--- src/rtl/spi_dac_rx_if.sv ---
// spi_dac_rx_if: SPI DAC pins plus the decoded-frame valid/ready port and DAC register outputs.
interface spi_dac_rx_if #(parameter int DATA_BITS = 16);
    logic                 cs_i;
    logic                 scl_i;
    logic                 mosi_i;
    logic                 ldac_i;
    logic                 frame_ready_i;
    logic                 frame_valid_o;
    logic [3:0]           cmd_o;
    logic [3:0]           addr_o;
    logic [DATA_BITS-1:0] data_o;
    logic                 frame_err_o;
    logic                 overrun_o;
    logic [DATA_BITS-1:0] dac_reg_o;
    logic                 dac_update_o;
    modport slave (
        input  cs_i, scl_i, mosi_i, ldac_i, frame_ready_i,
        output frame_valid_o, cmd_o, addr_o, data_o, frame_err_o, overrun_o, dac_reg_o, dac_update_o
    );
    modport master (
        output cs_i, scl_i, mosi_i, ldac_i, frame_ready_i,
        input  frame_valid_o, cmd_o, addr_o, data_o, frame_err_o, overrun_o, dac_reg_o, dac_update_o
    );
endinterface

--- src/rtl/spi_dac_rx.sv ---
// spi_dac_rx: oversampled SPI DAC frame receiver with input/output DAC registers.
// Define SPI_DAC_RX_LDAC_EN to let a falling ldac_i copy input_reg into dac_reg.
module spi_dac_rx #(
    parameter int FRAME_BITS = 24,
    parameter int DATA_BITS  = 16
) (
    input  logic         sys_clk_i,
    input  logic         sys_rst,
    spi_dac_rx_if.slave  bus
);
    typedef enum logic [1:0] {WAIT_HI, IDLE, SHIFT, CHECK} state_t;
    state_t r_state, w_next;
    logic r_cs_s1, r_cs_s2, r_cs_s3, r_scl_s1, r_scl_s2, r_scl_s3, r_mosi_s1, r_mosi_s2;
    logic [FRAME_BITS-1:0] r_shift;
    logic [4:0]            r_cnt;
    logic                  r_valid, r_err, r_ovr, r_upd;
    logic [3:0]            r_cmd, r_addr;
    logic [DATA_BITS-1:0]  r_data, r_input, r_dac;
    logic w_cs_fall, w_cs_rise, w_scl_rise, w_clr, w_shift, w_check;
    logic w_good, w_load, w_cmd_dac, w_dac_wr, w_ldac_fall;
    logic [3:0]           w_cmd;
    logic [DATA_BITS-1:0] w_data, w_dac_nxt;

    assign w_cs_fall  = r_cs_s3 & ~r_cs_s2;
    assign w_cs_rise  = ~r_cs_s3 & r_cs_s2;
    assign w_scl_rise = ~r_scl_s3 & r_scl_s2;
    assign w_cmd      = r_shift[FRAME_BITS-1 -: 4];
    assign w_data     = r_shift[DATA_BITS-1:0];
    assign w_good     = w_check && (r_cnt == 5'(FRAME_BITS));
    assign w_load     = w_good && (!r_valid || bus.frame_ready_i);
    assign w_cmd_dac  = w_good && (w_cmd == 4'h2 || w_cmd == 4'h3);
    assign w_dac_wr   = w_cmd_dac || w_ldac_fall;
    assign w_dac_nxt  = (w_cmd_dac && w_cmd == 4'h3) ? w_data : r_input;

`ifdef SPI_DAC_RX_LDAC_EN
    logic r_ldac_s1, r_ldac_s2, r_ldac_s3;
    always_ff @(posedge sys_clk_i) begin
        if (sys_rst) begin
            {r_ldac_s1, r_ldac_s2, r_ldac_s3} <= '0;
        end else begin
            {r_ldac_s1, r_ldac_s2, r_ldac_s3} <= {bus.ldac_i, r_ldac_s1, r_ldac_s2};
        end
    end
    assign w_ldac_fall = r_ldac_s3 & ~r_ldac_s2;
`else
    assign w_ldac_fall = 1'b0;
`endif

    always_ff @(posedge sys_clk_i) begin
        if (sys_rst) r_state <= WAIT_HI;
        else         r_state <= w_next;
    end

    always_comb begin
        w_next  = r_state;
        w_clr   = 1'b0;
        w_shift = 1'b0;
        w_check = 1'b0;
        case (r_state)
            WAIT_HI: w_next = r_cs_s2 ? IDLE : WAIT_HI;
            IDLE: begin
                w_clr  = w_cs_fall;
                w_next = w_cs_fall ? SHIFT : IDLE;
            end
            SHIFT: begin
                w_shift = w_scl_rise;
                w_next  = w_cs_rise ? CHECK : SHIFT;
            end
            default: begin
                w_check = 1'b1;
                w_next  = IDLE;
            end
        endcase
    end

    // cs synchronizer resets low so a frame cut by reset is not mistaken for a new cs fall
    always_ff @(posedge sys_clk_i) begin
        if (sys_rst) begin
            {r_cs_s1, r_cs_s2, r_cs_s3}    <= '0;
            {r_scl_s1, r_scl_s2, r_scl_s3} <= '0;
            {r_mosi_s1, r_mosi_s2}         <= '0;
            r_shift <= '0;
            r_cnt   <= '0;
            r_valid <= 1'b0;
            r_err   <= 1'b0;
            r_ovr   <= 1'b0;
            r_upd   <= 1'b0;
            r_cmd   <= '0;
            r_addr  <= '0;
            r_data  <= '0;
            r_input <= '0;
            r_dac   <= '0;
        end else begin
            {r_cs_s1, r_cs_s2, r_cs_s3}    <= {bus.cs_i, r_cs_s1, r_cs_s2};
            {r_scl_s1, r_scl_s2, r_scl_s3} <= {bus.scl_i, r_scl_s1, r_scl_s2};
            {r_mosi_s1, r_mosi_s2}         <= {bus.mosi_i, r_mosi_s1};
            if (w_clr) begin
                r_shift <= '0;
                r_cnt   <= '0;
            end else if (w_shift) begin
                r_shift <= {r_shift[FRAME_BITS-2:0], r_mosi_s2};
                r_cnt   <= (r_cnt == 5'd31) ? r_cnt : r_cnt + 5'd1;
            end
            r_err <= w_check && !w_good;
            r_ovr <= w_good && !w_load;
            r_upd <= w_dac_wr;
            if (w_load) begin
                r_cmd   <= w_cmd;
                r_addr  <= r_shift[DATA_BITS +: 4];
                r_data  <= w_data;
                r_valid <= 1'b1;
            end else if (r_valid && bus.frame_ready_i) begin
                r_valid <= 1'b0;
            end
            if (w_good && (w_cmd == 4'h1 || w_cmd == 4'h3)) r_input <= w_data;
            if (w_dac_wr) r_dac <= w_dac_nxt;
        end
    end

    assign bus.frame_valid_o = r_valid;
    assign bus.cmd_o         = r_cmd;
    assign bus.addr_o        = r_addr;
    assign bus.data_o        = r_data;
    assign bus.frame_err_o   = r_err;
    assign bus.overrun_o     = r_ovr;
    assign bus.dac_reg_o     = r_dac;
    assign bus.dac_update_o  = r_upd;
endmodule

--- src/flat_wrapper.sv ---
// flat-port wrapper written by rule: the top's interface ports become plain ports
module spi_dac_rx_flat 
#(
    parameter int FRAME_BITS = 24,
    parameter int DATA_BITS  = 16
)
  (sys_clk_i, sys_rst, bus_cs_i, bus_scl_i, bus_mosi_i, bus_ldac_i, bus_frame_ready_i, bus_frame_valid_o, bus_cmd_o, bus_addr_o, bus_data_o, bus_frame_err_o, bus_overrun_o, bus_dac_reg_o, bus_dac_update_o);
  spi_dac_rx_if #(.DATA_BITS(DATA_BITS)) bus_i ();
  input  logic sys_clk_i;
  input  logic sys_rst;
  input wire logic [$bits(bus_i.cs_i)-1:0] bus_cs_i;
  input wire logic [$bits(bus_i.scl_i)-1:0] bus_scl_i;
  input wire logic [$bits(bus_i.mosi_i)-1:0] bus_mosi_i;
  input wire logic [$bits(bus_i.ldac_i)-1:0] bus_ldac_i;
  input wire logic [$bits(bus_i.frame_ready_i)-1:0] bus_frame_ready_i;
  output wire logic [$bits(bus_i.frame_valid_o)-1:0] bus_frame_valid_o;
  output wire logic [$bits(bus_i.cmd_o)-1:0] bus_cmd_o;
  output wire logic [$bits(bus_i.addr_o)-1:0] bus_addr_o;
  output wire logic [$bits(bus_i.data_o)-1:0] bus_data_o;
  output wire logic [$bits(bus_i.frame_err_o)-1:0] bus_frame_err_o;
  output wire logic [$bits(bus_i.overrun_o)-1:0] bus_overrun_o;
  output wire logic [$bits(bus_i.dac_reg_o)-1:0] bus_dac_reg_o;
  output wire logic [$bits(bus_i.dac_update_o)-1:0] bus_dac_update_o;
  assign bus_i.cs_i = bus_cs_i;
  assign bus_i.scl_i = bus_scl_i;
  assign bus_i.mosi_i = bus_mosi_i;
  assign bus_i.ldac_i = bus_ldac_i;
  assign bus_i.frame_ready_i = bus_frame_ready_i;
  assign bus_frame_valid_o = bus_i.frame_valid_o;
  assign bus_cmd_o = bus_i.cmd_o;
  assign bus_addr_o = bus_i.addr_o;
  assign bus_data_o = bus_i.data_o;
  assign bus_frame_err_o = bus_i.frame_err_o;
  assign bus_overrun_o = bus_i.overrun_o;
  assign bus_dac_reg_o = bus_i.dac_reg_o;
  assign bus_dac_update_o = bus_i.dac_update_o;
  spi_dac_rx #(.FRAME_BITS(FRAME_BITS), .DATA_BITS(DATA_BITS)) u_core (.sys_clk_i(sys_clk_i), .sys_rst(sys_rst), .bus(bus_i));
endmodule
--- config.mk ---
export PLATFORM = sky130hd
export DESIGN_NAME = spi_dac_rx_flat
export DESIGN_NICKNAME = d
export VERILOG_FILES = /design/src/rtl/spi_dac_rx_if.sv /design/src/rtl/spi_dac_rx.sv /design/src/flat_wrapper.sv
export SDC_FILE = /design/constraint.sdc
export NUM_CORES = 1
export LEC_CHECK = 0
export BUFFER_PORTS_ARGS = -buffer_cell sky130_fd_sc_hd__buf_2
export CAP_MARGIN = 0
export CORE_MARGIN = 2
export CORE_UTILIZATION = 45
export DETAILED_ROUTE_END_ITERATION = 8
export GPL_TIMING_DRIVEN = 0
export SLEW_MARGIN = 20
export SYNTH_ARGS = -nofsm -noshare
export SYNTH_HDL_FRONTEND = slang
export SYNTH_SLANG_ARGS = --single-unit
--- constraint.sdc ---
create_clock -name sys_clk_i -period 4.6 [get_ports sys_clk_i]
set_input_delay 0.92 -clock sys_clk_i [delete_from_list [all_inputs] [get_ports sys_clk_i]]
set_output_delay 0.92 -clock sys_clk_i [all_outputs]
set_load 0.1 [all_outputs]
==> results_dict.tcl, run 1 <==
set metrics [dict create \
    initial_utilization 0.470 \
    clkTransAtPathRegs_ps 90 \
    ys_seq_area_frac 0.479 \
    fmax_ghz 0.482 \
    synthFlopType "dfxtp_1" \
    async_flop_share 0 \
    max_cap_viol_count 0 \
    dieArea_sq_um 9970 \
    setup_tns_ps 0 \
    core_area_sq_um 8810 \
    synthToLayoutAreaGrowth_pct 14.7 \
    cts-root-buf "clkbuf_8" \
    cp.required_ps 3680 \
    drt_iter0_drc 112 \
    path_depth 1 \
    setup-violations-final 0 \
    p_seq_frac 0.562 \
    syn_nets 441 \
    hp-class "reg2reg" \
    first_pass_iters 5 \
    hold_depth 1 \
    slew_headroom 0.611 \
    grt_max_degree 16 \
    ir_drop_mv 0.183 \
    dp_hpwl_um 6520 \
    fin_ws_ps 2520 \
    arrival_ps 1160 \
    die_h_um 99.9 \
    nFillCells 833 \
    yosysWarnings 0 \
    htreeDepth 3 \
    insertedDiodeCount 0 \
    slowest_delay_ps 440 \
    ff2ff_path_depth 8 \
    cts_max_path_buffers 2 \
    drive_above_1_share 0.179 \
    final_cell_area_sq_um 4740 \
    post-place-ws_ps 2290 \
    cp_max_fo 2 \
    avgRoutedWirePerCell_um 15.7 \
    drv_slew 0 \
    post_cts_buffers 0 \
    detail-route-antenna-nets 0 \
    startpoint_type "register" \
    yosysTopAreaCell "dfxtp_1" \
    fin_crit_sh 0.451 \
    switching_power_w 0.000321 \
    worst-path-buf-inv 1 \
    cp_cell_sequence "buf_2" \
    fin_skew_ps 12.7 \
    rsz0062_at_grt "no" \
    ys_seq_elements 99 \
    syn_inst 431 \
    cts_made_buffers 9 \
    portBuffers 49 \
    p_comb_frac 0.025 \
    sw_frac_of_total 0.210 \
    finish.net_count 501 \
    wl_um 9460 \
    finalHoldViolCount 0 \
    crit_family "buffers and inverters" \
    period_needed_ps 2080 \
    ctsHoldBuffers 0 \
    crit_path_top_delay_cell "buf_2" \
    gp_congestion 0.796 \
    yosys-top-cells-area "dfxtp_1, mux2i_1, nand2b_1" \
    vias 3175 \
    seqCellArea_sq_um 1980 \
    antenna_found_initial 0 \
    p_clk_frac 0.414 \
    insertion_delay_ps 350 \
    layout_common_cells "dfxtp_1, buf_2, nand2b_1, mux2i_1, nand2_1" \
    ios 51 \
    final_cell_count_no_fill 604 \
    dpl_cell_area_sq_um 4520 \
    grt_pass1_vias 3114 \
    grt-ovfl-total 0 \
    multiInputGateArea_sq_um 1930 \
    worst_slew_pin_slew_ps 583 \
    ys_types 31 \
    synth_area_per_cell_sq_um 9.59 \
    synth_edf_count 0 \
    mostFrequentLayoutCell "dfxtp_1" \
    crit_path_end_kind "output pin" \
    netlist_area_sq_um 4140 \
    cts-resized-gates 0 \
    synth_top_area_frac 0.479 \
    viasPerCell 5.26 \
    cellLeakagePower_nw 1.77 \
    power_density_nw_per_um2 323 \
    grt_pass1_wl_um 15500 \
    place_inst 588 \
    cts_sinks 99 \
    row_count 34 \
    crit_type "reg2out" \
    p_int_w 0.00121 \
    chipWidth_um 99.9 \
    status "finished, final reports clean" \
    drcViolationCount 0 \
    grt_util_all_layers 0.196 \
    cts_tree "done" \
]
[power by group through the flow]
stage / combinational (W) / clock, W / sequential [W]
final: 0.0000380 / 0.000634 / 0.000861
after detailed placement: 0.0000383 / 0 / 0.000881
after global placement: 0.0000377 / 0 / 0.000881
after global routing: 0.0000416 / 0.000680 / 0.000862
after CTS: 0.0000383 / 0.000647 / 0.000861
after floorplan: 0.0000255 / 0 / 0.000881
[stage by stage]
stage	hold slack, ps	util	total power, W
floorplan	414	-	0.000906
global placement	417	0.513	0.000918
global route	460	0.539	0.00158
finish	443	0.539	0.00153
CTS	445	0.539	0.00155
detailed placement	428	0.513	0.000919
[final timing paths]
check	start	end	slack (ps)
worst max register to register	u_core.r_cnt[0]$_SDFFE_PP0P_	u_core.r_input[13]$_SDFFE_PP0P_	2820
worst max-delay path	u_core.bus.dac_reg_o[0]$_SDFFE_PP0P_	bus_dac_reg_o[0]	2520
worst min-delay path	u_core.r_cs_s1$_SDFF_PP0_	u_core.r_cs_s2$_SDFF_PP0_	440
worst min register to register	u_core.r_cs_s1$_SDFF_PP0_	u_core.r_cs_s2$_SDFF_PP0_	440
[logic make-up after synthesis]
group                      count (synthesis)  share of synthesized area
DFF                                       99                      0.479
buffers and inverters                     43                     0.0542
AOI/OAI and AO/OA                         53                     0.0708
adders and majority gates                  3                    0.00908
muxes                                     57                      0.138
and+or+nand+nor                          176                      0.249
[final cells by class]
type                            count  share of cell area
Tap cell                          108              0.0285
Clock inverter                      4              0.0153
Multi-Input combinational cell    289               0.407
Inverter                            4             0.00317
Sequential cell                    99               0.418
Clock buffer                       12              0.0327
Buffer                             39              0.0441
Timing Repair Buffer               49              0.0517
[Yosys cell counts (8+ instances only)]
cell,count
clkbuf_1,16
a21oi_1,31
dfxtp_1,99
nand4_1,16
nor2b_1,8
nand2_1,50
nand2b_1,65
nor3b_1,17
mux2i_1,57
a31oi_1,16
buf_2,17
[metal layers]
layer,vias up,part of all wire,track usage
li1,1598,-,-
met1,1520,0.50,0.273
met2,53,0.46,0.315
met3,4,0.033,0.0327
met4,0,0.0042,0.0569
met5,-,0,0
[registers in the layout, indices dropped and copies added, names as in the netlist, 2 cells and up]
name,flops
u_core.bus.addr_o,4
u_core.bus.cmd_o,4
u_core.bus.dac_reg_o,16
u_core.bus.data_o,16
u_core.r_cnt,5
u_core.r_input,16
u_core.r_shift,24
u_core.r_state,2
Note: power is estimated with default switching activity, not from simulation.
==> run 2: changes to the inputs <==
--- a/config.mk
+++ b/config.mk
@@ -5,12 +5,14 @@
 export SDC_FILE = /design/constraint.sdc
 export NUM_CORES = 1
 export LEC_CHECK = 0
+export ABC_AREA = 1
 export BUFFER_PORTS_ARGS = -buffer_cell sky130_fd_sc_hd__buf_2
 export CAP_MARGIN = 0
 export CORE_MARGIN = 2
 export CORE_UTILIZATION = 45
 export DETAILED_ROUTE_END_ITERATION = 8
 export GPL_TIMING_DRIVEN = 0
+export PLACE_DENSITY = 0.67
 export SLEW_MARGIN = 20
 export SYNTH_ARGS = -nofsm -noshare
 export SYNTH_HDL_FRONTEND = slang
==> constraint.sdc (replaced) <==
create_clock -name sys_clk_i -period 1.86 [get_ports sys_clk_i]
set_input_delay 0.372 -clock sys_clk_i [delete_from_list [all_inputs] [get_ports sys_clk_i]]
set_output_delay 0.372 -clock sys_clk_i [all_outputs]
set_load 0.1 [all_outputs]
==> results_dict.tcl, run 2 <==
set metrics [dict create \
    status "finished, final reports clean" \
    arrival_ps 1980 \
    sw_frac_of_total 0.220 \
    max_cap_viol_count 0 \
    gp_congestion 0.855 \
    p_comb_frac 0.022 \
    detail-route-antenna-nets 0 \
    p_seq_frac 0.593 \
    slowest_delay_ps 390 \
    fin_skew_ps 10.1 \
    final_cell_area_sq_um 4740 \
    post_cts_buffers 0 \
    crit_path_end_kind "register" \
    avgRoutedWirePerCell_um 12.5 \
    grt_util_all_layers 0.203 \
    layout_common_cells "nand2_1, dfxtp_1, nor2_1, buf_2, nand4_1" \
    startpoint_type "register" \
    synthToLayoutAreaGrowth_pct 13.9 \
    slew_headroom 0.680 \
    synth_area_per_cell_sq_um 7.24 \
    fin_crit_sh 0.919 \
    drcViolationCount 0 \
    yosysWarnings 0 \
    cellLeakagePower_nw 2.00 \
    grt_max_degree 16 \
    grt-ovfl-total 0 \
    fmax_ghz 0.585 \
    syn_nets 585 \
    switching_power_w 0.000791 \
    p_clk_frac 0.385 \
    ios 51 \
    top_register "u_core.r_shift" \
    drt_iter0_drc 140 \
    finish.net_count 645 \
    first_pass_iters 4 \
    dp_hpwl_um 6880 \
    insertion_delay_ps 370 \
    wl_um 9400 \
    ys_seq_area_frac 0.476 \
    ctsHoldBuffers 0 \
    htreeDepth 3 \
    netlist_area_sq_um 4160 \
    synth_common_cells "nand2_1, dfxtp_1, nor2_1" \
    portBuffers 49 \
    cp_cell_sequence "inv_1 > ha_1 > nand2_1 > nor2_8 > buf_1 > nand4_1 > nand2_1 > nor2_1" \
    hp-class "in2reg" \
    grt_pass1_wl_um 16400 \
    dpl_cell_area_sq_um 4550 \
    row_count 35 \
    clkTransAtPathRegs_ps 100 \
    yosysTopAreaCell "dfxtp_1" \
    whs_ps 204 \
    power_density_nw_per_um2 758 \
    setup_tns_ps 0 \
    period_needed_ps 1710 \
    die_h_um 100 \
    cts_made_buffers 9 \
    dieArea_sq_um 10000 \
    synth_edf_count 0 \
    p_int_w 0.00280 \
    syn_inst 575 \
    cp.required_ps 2130 \
    cts_sinks 99 \
    synth_top_area_frac 0.476 \
    cts-root-buf "clkbuf_8" \
    crit_path_top_delay_cell "buf_1" \
    cp_common_cell "nand2_1" \
    worst_slew_pin_slew_ps 480 \
    rsz0062_at_grt "no" \
    cts_tree "done" \
    drive_above_1_share 0.155 \
    cts-resized-gates 0 \
    ys_types 24 \
    setup-violations-final 0 \
    finalHoldViolCount 0 \
    grt_pass1_vias 3594 \
    mostFrequentLayoutCell "nand2_1" \
    antenna_found_initial 0 \
    synthFlopType "dfxtp_1" \
    largest_register_ffs 24 \
    crit_type "reg2reg" \
    vias 3740 \
    initial_utilization 0.457 \
    ys_seq_elements 99 \
    chipWidth_um 100 \
    core_area_sq_um 9110 \
    ir_drop_mv 0.418 \
    viasPerCell 4.99 \
    synth_most_common_cell "nand2_1" \
    drv_slew 0 \
    insertedDiodeCount 0 \
    yosys-top-cells-area "dfxtp_1, nand2_1, nand4_1" \
    cts_max_path_buffers 2 \
    cp_max_fo 10 \
    async_flop_share 0 \
]
run 2: changes by cell type after synthesis, moves of 25 or more:
cell      change
nand2b_1     -65
mux2i_1      -57
inv_1        +48
nand4_1      +41
nand2_1     +124
a21oi_1      +25
nor2_1       +74
run 2: area by class of cell:
class / instances / area, sq um
multi-input combinational: 382 / 1760
clock inverter: 4 / 51.3
clock buffer: 11 / 141
timing repair buffer: 49 / 245
sequential: 99 / 1980
inverter: 57 / 214
tap: 111 / 139
fill: 923 / 4370
buffer: 37 / 203
run 2: path summary, 6_finish.rpt:
path / startpoint / to / slack (ps) / cells past startpoint
max: u_core.r_cnt[0]$_SDFFE_PP0P_ / u_core.r_input[8]$_SDFFE_PP0P_ / 150 / 8
min: bus_cs_i / u_core.r_cs_s1$_SDFF_PP0_ / 200 / 3
min reg2reg: u_core.r_cs_s1$_SDFF_PP0_ / u_core.r_cs_s2$_SDFF_PP0_ / 410 / 2
max reg2reg: u_core.r_cnt[0]$_SDFFE_PP0P_ / u_core.r_input[8]$_SDFFE_PP0P_ / 150 / 8
run 2: metal layers:
layer / part of all wire / wire [um] / GRT usage
met5: 0 / 0 / 0
met3: 0.039 / 363 / 0.0369
met1: 0.49 / 4560 / 0.273
met4: 0.016 / 146 / 0.0664
met2: 0.46 / 4320 / 0.330
run 2: worst max-delay path: cells and delay by family, from the launching register on:
kind,cells,cell delay (ps)
flops,1,360
buf+inv,2,480
simple gates,5,630
fa+ha+maj,1,140
run 2: cells by family after synthesis:
| logic type | after synthesis | synth area share |
|---|---|---|
| buf+inv | 94 | 0.100 |
| compound gates | 58 | 0.0698 |
| fa+ha+maj | 3 | 0.00902 |
| flops | 99 | 0.476 |
| simple gates | 320 | 0.343 |
| xor+xnor | 1 | 0.00211 |
run 2: per-stage QoR:
step / total power, W / std cells / util / setup slack [ps]
global route: 0.00371 / 750 / 0.520 / 44.1
CTS: 0.00361 / 750 / 0.520 / 179
detailed placement: 0.00226 / 735 / 0.499 / 205
floorplan: 0.00223 / 575 / - / 337
finish: 0.00359 / 750 / 0.520 / 150
global placement: 0.00226 / 735 / 0.499 / 236
run 2: power groups by stage:
stage                     sequential [W]  combinational (W)  clock [W]
after floorplan                  0.00218          0.0000539          0
after global placement           0.00218          0.0000763          0
after detailed placement         0.00218          0.0000777          0
after CTS                        0.00213          0.0000783    0.00141
after global routing             0.00213          0.0000902    0.00149
final                            0.00213          0.0000773    0.00138
